## src/rtl/dco_tune_ctrl.sv

```systemverilog
// Slew-limited tuning-word controller for a DCO/NCO: accepts a target word, walks
// the output toward it in bounded steps on a tick cadence, settles, then reports lock.
module dco_tune_ctrl #(
  parameter int               WIDTH      = 32,
  parameter int               TICK_DIV   = 4,
  parameter int               SETTLE_CYC = 8,
  parameter logic [WIDTH-1:0] RESET_WORD = '0
) (
  input  logic             sys_clk,
  input  logic             rst,
  input  logic             req_valid,
  output logic             req_ready,
  input  logic [WIDTH-1:0] req_word,
  input  logic [WIDTH-1:0] max_step,
  input  logic             abort,
  output logic [WIDTH-1:0] tuning_word,
  output logic             busy,
  output logic             locked,
  output logic             done,
  output logic [1:0]       state_dbg
);

  // Handshake: a request transfers on a rising edge where req_valid && req_ready;
  // req_ready is high only in IDLE, and req_word/max_step are sampled only then.

  localparam int TW = (TICK_DIV > 1) ? $clog2(TICK_DIV) : 1;
  localparam int SW = (SETTLE_CYC > 1) ? $clog2(SETTLE_CYC) : 1;
  localparam logic [TW-1:0] TICK_LAST   = TW'(TICK_DIV - 1);
  localparam logic [SW-1:0] SETTLE_LAST = SW'(SETTLE_CYC - 1);

  typedef enum logic [1:0] {
    S_IDLE   = 2'd0,
    S_SLEW   = 2'd1,
    S_SETTLE = 2'd2,
    S_DONE   = 2'd3
  } state_t;

  state_t           state;
  logic [WIDTH-1:0] target;
  logic [WIDTH-1:0] max_step_q;
  logic [TW-1:0]    tick;
  logic [SW-1:0]    settle;

  logic             step_up;
  logic [WIDTH-1:0] diff;
  logic [WIDTH-1:0] step_amt;
  logic [WIDTH-1:0] next_word;
  logic             step_reaches;

  assign state_dbg = state;

  // Step size is clamped to the remaining distance, so the add/subtract never wraps.
  always_comb begin
    step_up      = (target > tuning_word);
    diff         = step_up ? (target - tuning_word) : (tuning_word - target);
    step_amt     = ((max_step_q == '0) || (max_step_q >= diff)) ? diff : max_step_q;
    next_word    = step_up ? (tuning_word + step_amt) : (tuning_word - step_amt);
    step_reaches = (step_amt == diff);
  end

  always_ff @(posedge sys_clk or posedge rst) begin
    if (rst) begin
      state       <= S_IDLE;
      tuning_word <= RESET_WORD;
      target      <= RESET_WORD;
      max_step_q  <= '0;
      tick        <= '0;
      settle      <= '0;
      locked      <= 1'b0;
      done        <= 1'b0;
      busy        <= 1'b0;
      req_ready   <= 1'b1;
    end else begin
      case (state)
        S_IDLE: begin
          if (req_valid) begin
            target     <= req_word;
            max_step_q <= max_step;
            tick       <= '0;
            req_ready  <= 1'b0;
            if (req_word == tuning_word) begin
              state  <= S_DONE;
              done   <= 1'b1;
              locked <= 1'b1;
            end else begin
              state  <= S_SLEW;
              busy   <= 1'b1;
              locked <= 1'b0;
            end
          end
        end
        S_SLEW: begin
          // Abort wins over a step landing on the same edge.
          if (abort) begin
            state     <= S_IDLE;
            busy      <= 1'b0;
            req_ready <= 1'b1;
          end else if (tick == TICK_LAST) begin
            tick        <= '0;
            tuning_word <= next_word;
            if (step_reaches) begin
              state  <= S_SETTLE;
              settle <= '0;
            end
          end else begin
            tick <= tick + TW'(1);
          end
        end
        S_SETTLE: begin
          if (abort) begin
            state     <= S_IDLE;
            busy      <= 1'b0;
            req_ready <= 1'b1;
          end else if (settle == SETTLE_LAST) begin
            state  <= S_DONE;
            busy   <= 1'b0;
            done   <= 1'b1;
            locked <= 1'b1;
          end else begin
            settle <= settle + SW'(1);
          end
        end
        S_DONE: begin
          state     <= S_IDLE;
          done      <= 1'b0;
          req_ready <= 1'b1;
        end
        default: begin
          state     <= S_IDLE;
          busy      <= 1'b0;
          done      <= 1'b0;
          req_ready <= 1'b1;
        end
      endcase
    end
  end

endmodule
```

## config.mk

```make
export PLATFORM = sky130hd
export DESIGN_NAME = dco_tune_ctrl
export DESIGN_NICKNAME = d
export VERILOG_FILES = /design/src/rtl/dco_tune_ctrl.sv
export SDC_FILE = /design/constraint.sdc
export NUM_CORES = 1
export LEC_CHECK = 0
export ABC_AREA = 0
export ABC_CLOCK_PERIOD_IN_PS = 13200
export CORE_ASPECT_RATIO = 0.9
export CORE_MARGIN = 5
export CORE_UTILIZATION = 49
export DETAILED_ROUTE_END_ITERATION = 6
export HOLD_SLACK_MARGIN = 0.15
export MAX_ROUTING_LAYER = met4
export PLACE_DENSITY = 0.69
export SETUP_SLACK_MARGIN = 0.1
export SYNTH_ARGS = -nofsm -noshare
export SYNTH_HDL_FRONTEND = slang
export SYNTH_SLANG_ARGS = --single-unit
```

## constraint.sdc

```tcl
create_clock -name sys_clk -period 13.2 [get_ports sys_clk]
set_input_delay 1.32 -clock sys_clk [delete_from_list [all_inputs] [get_ports sys_clk]]
set_output_delay 1.32 -clock sys_clk [all_outputs]
set_load 0.1 [all_outputs]
```

==> impl_metrics.tcl <==
set metrics [dict create \
    start_util_pct 49.4 \
    finClkSkew_ns 0.0213 \
    gr-total-overflow 0 \
    cp_top_family "compound AO/OA/AOI/OAI gates" \
    fin_ws_ns 2.02 \
    worstSetupPathType "reg -> reg" \
    ant_nets 0 \
    cts_root_buf "clkbuf_16" \
    num_rows 55 \
    antenna_found_initial 4 \
    grt_pass1_vias 10400 \
    drt_iter0_drc 892 \
    ctsResizeCount 0 \
    track_usage_pct 26.8 \
    crit_path_top_delay_cell "o211a_2" \
    coreArea_um2 25000 \
    viasPerCell 5.95 \
    postSynthCellCount 1465 \
    final_max_slew_viol_count 0 \
    htreeDepth 3 \
    seq_area_um2 2680 \
    yosys_warnings 0 \
    clockBufferDepth 2 \
    synth_top_cell_area_share_pct 21.5 \
    critPathArrivalTime_ns 11.43 \
    remaining_drc_errors 0 \
    wl_per_cell_um 19.9 \
    io_pins 106 \
    cp_num_buf_inv 2 \
    holdWs_ns 0.505 \
    syn-num-nets 1667 \
    grt_pass1_wl_um 58600 \
    clkLatencyLatePin_ns 0.38 \
    status "finished, final reports clean" \
    die_area_um2 28500 \
    yosys_most_used_dff "dfrtp_1" \
    fillers 2327 \
    synth_edf_count 0 \
    max_stage_delay_ns 0.58 \
    place.gp.congestion 0.961 \
    cp-end-kind "flip-flop" \
    clock_sinks 107 \
    cts_hold_buf 0 \
    drive_gt1_share_pct 8.51 \
    synth_seq_area_share_pct 21.7 \
    worst-path-max-fanout 35 \
    via_count 11200 \
    cts_tree "yes" \
    syn_area_per_cell_um2 8.43 \
    post-route-min-period_ns 11.18 \
    finalWirelength_um 37200 \
    rsz0062_at_grt "no" \
    synth_area_leader_cell "dfrtp_1" \
    nNetsFinal 1725 \
    cts_made_buffers 9 \
    area_growth_pct 12.4 \
    relSlewSlack_pct 30.9 \
    die_h_um 161 \
    final_hold_viol_count 0 \
    finalSetupViolations 0 \
    critPathRequiredTime_ns 13.45 \
    grt_max_degree 72 \
    post_cts_buffers 0 \
    reg2reg_slack_ns 2.02 \
    ys_ff_latch 107 \
    max_freq_mhz 89.4 \
    dp_hpwl_um 29800 \
    synthTopCellsByArea "dfrtp_1, ha_1, mux2_2" \
    cp-start-kind "flip-flop" \
    portBuffers 105 \
    fin_tns_setup_ns 0 \
    die_w_um 177 \
    dpl_cell_area_um2 13600 \
    multi_input_area_um2 8970 \
    fin_crit_sh_pct 84.7 \
    hp-class "reg -> reg" \
    syn-cell-area_um2 12400 \
    finish.instance_area_um2 13900 \
    synth-async-reset-ratio_pct 100 \
    drv_cap 0 \
    place_ws_ns 2.15 \
    yosysUniqueCellTypes 93 \
    cts.clk_slew.worst_paths_ns 0.08 \
    worst_slew_pin_slew_ns 1.03 \
    dr.pass1.iters 5 \
]
## placed cells by master, fill, tap and decap left out, types with 6 or more instances in the layout
cell type	n
a211oi_1	14
a21o_1	50
a21oi_1	130
a31o_2	6
a31oi_1	7
and3_1	13
buf_4	6
clkbuf_16	9
clkdlybuf4s50_1	105
dfrtp_1	106
ha_1	131
inv_1	102
mux2_2	67
mux2i_1	19
nand2_1	109
nand2b_1	9
nand3_1	19
nand4_1	20
nor2_1	99
nor2b_1	14
nor3_1	32
nor4_1	20
o211ai_1	10
o21a_1	16
o21ai_0	103
o21bai_1	17
o31ai_1	8
o41ai_1	6
or2_2	9
or4_1	8
xnor2_1	49
xnor3_1	14
xor2_1	86
## final cells by class
| cell class | count | share of cell area, % |
|---|---|---|
| multi-input combinational | 1190 | 64.6 |
| sequential | 107 | 19.3 |
| timing repair buffer | 111 | 7.90 |
| tap | 342 | 3.08 |
| inverter | 104 | 2.83 |
| clock buffer | 12 | 1.78 |
| clock inverter | 4 | 0.415 |
| antenna | 3 | 0.0541 |
## routing by layer
metal  vias to the layer above  track usage (%)  wire length [um]
met1                      5320             40.0             18700
met4                         0             5.94               588
li1                       5385                -                 -
met5                         -                -                 0
met2                       412             37.9             15400
met3                        36             4.61              2580
## stage by stage
stage	std cells	utilization [%]
finish	1873	55.6
global route	1873	55.6
CTS	1870	55.5
detailed placement	1854	54.3
global placement	1854	54.3
floorplan	1465	-
## state kept, by name, summed over array words and instances, names as in the netlist, 2 cells and up
register and cells:
state_dbg 2, tuning_word 32, max_step_q 32, target 32, tick 2, settle 3
## synthesized netlist by cell type (10+ instances only)
cell type  instances
a211oi_1          14
a21o_1            51
a21oi_1          130
and3_1            13
buf_2             18
buf_4             11
clkbuf_1          25
dfrtp_1          106
ha_1             131
inv_1            103
mux2_2            67
mux2i_1           19
nand2_1          111
nand3_1           19
nand4_1           20
nor2_1            99
nor2b_1           14
nor3_1            32
nor4_1            20
o211ai_1          10
o21a_1            16
o21ai_0          103
o21bai_1          17
xnor2_1           49
xnor3_1           14
xor2_1            86
## logic make-up (layout without fill, tap and decap cells)
| logic type | after synthesis | in the layout | share of synthesized area (%) |
|---|---|---|---|
| flops | 107 | 107 | 21.7 |
| other cells | 0 | 3 | 0 |
| buf+inv | 168 | 231 | 5.87 |
| fa+ha+maj | 134 | 134 | 13.8 |
| simple gates | 387 | 387 | 15.7 |
| mux | 89 | 89 | 8.06 |
| compound gates | 427 | 427 | 22.1 |
| xor+xnor | 153 | 153 | 12.8 |
## worst paths after layout
| path | start | depth (start not counted) | to |
|---|---|---|---|
| min in group asynchronous | rst | 2 | tuning_word[6]$_DFFE_PP0P_ |
| worst max-delay path | tuning_word[26]$_DFFE_PP0P_ | 35 | tuning_word[31]$_DFFE_PP0P_ |
| max in group asynchronous | rst | 3 | max_step_q[28]$_DFFE_PP0P_ |
| worst max register to register | tuning_word[26]$_DFFE_PP0P_ | 35 | tuning_word[31]$_DFFE_PP0P_ |
| worst min-delay path | settle[2]$_DFFE_PP0P_ | 1 | settle[2]$_DFFE_PP0P_ |
| worst min register to register | settle[2]$_DFFE_PP0P_ | 1 | settle[2]$_DFFE_PP0P_ |
Power is left out: the tool's default activity adds up to more than one toggle a clock period on the data nets, which glitch-free logic cannot reach.
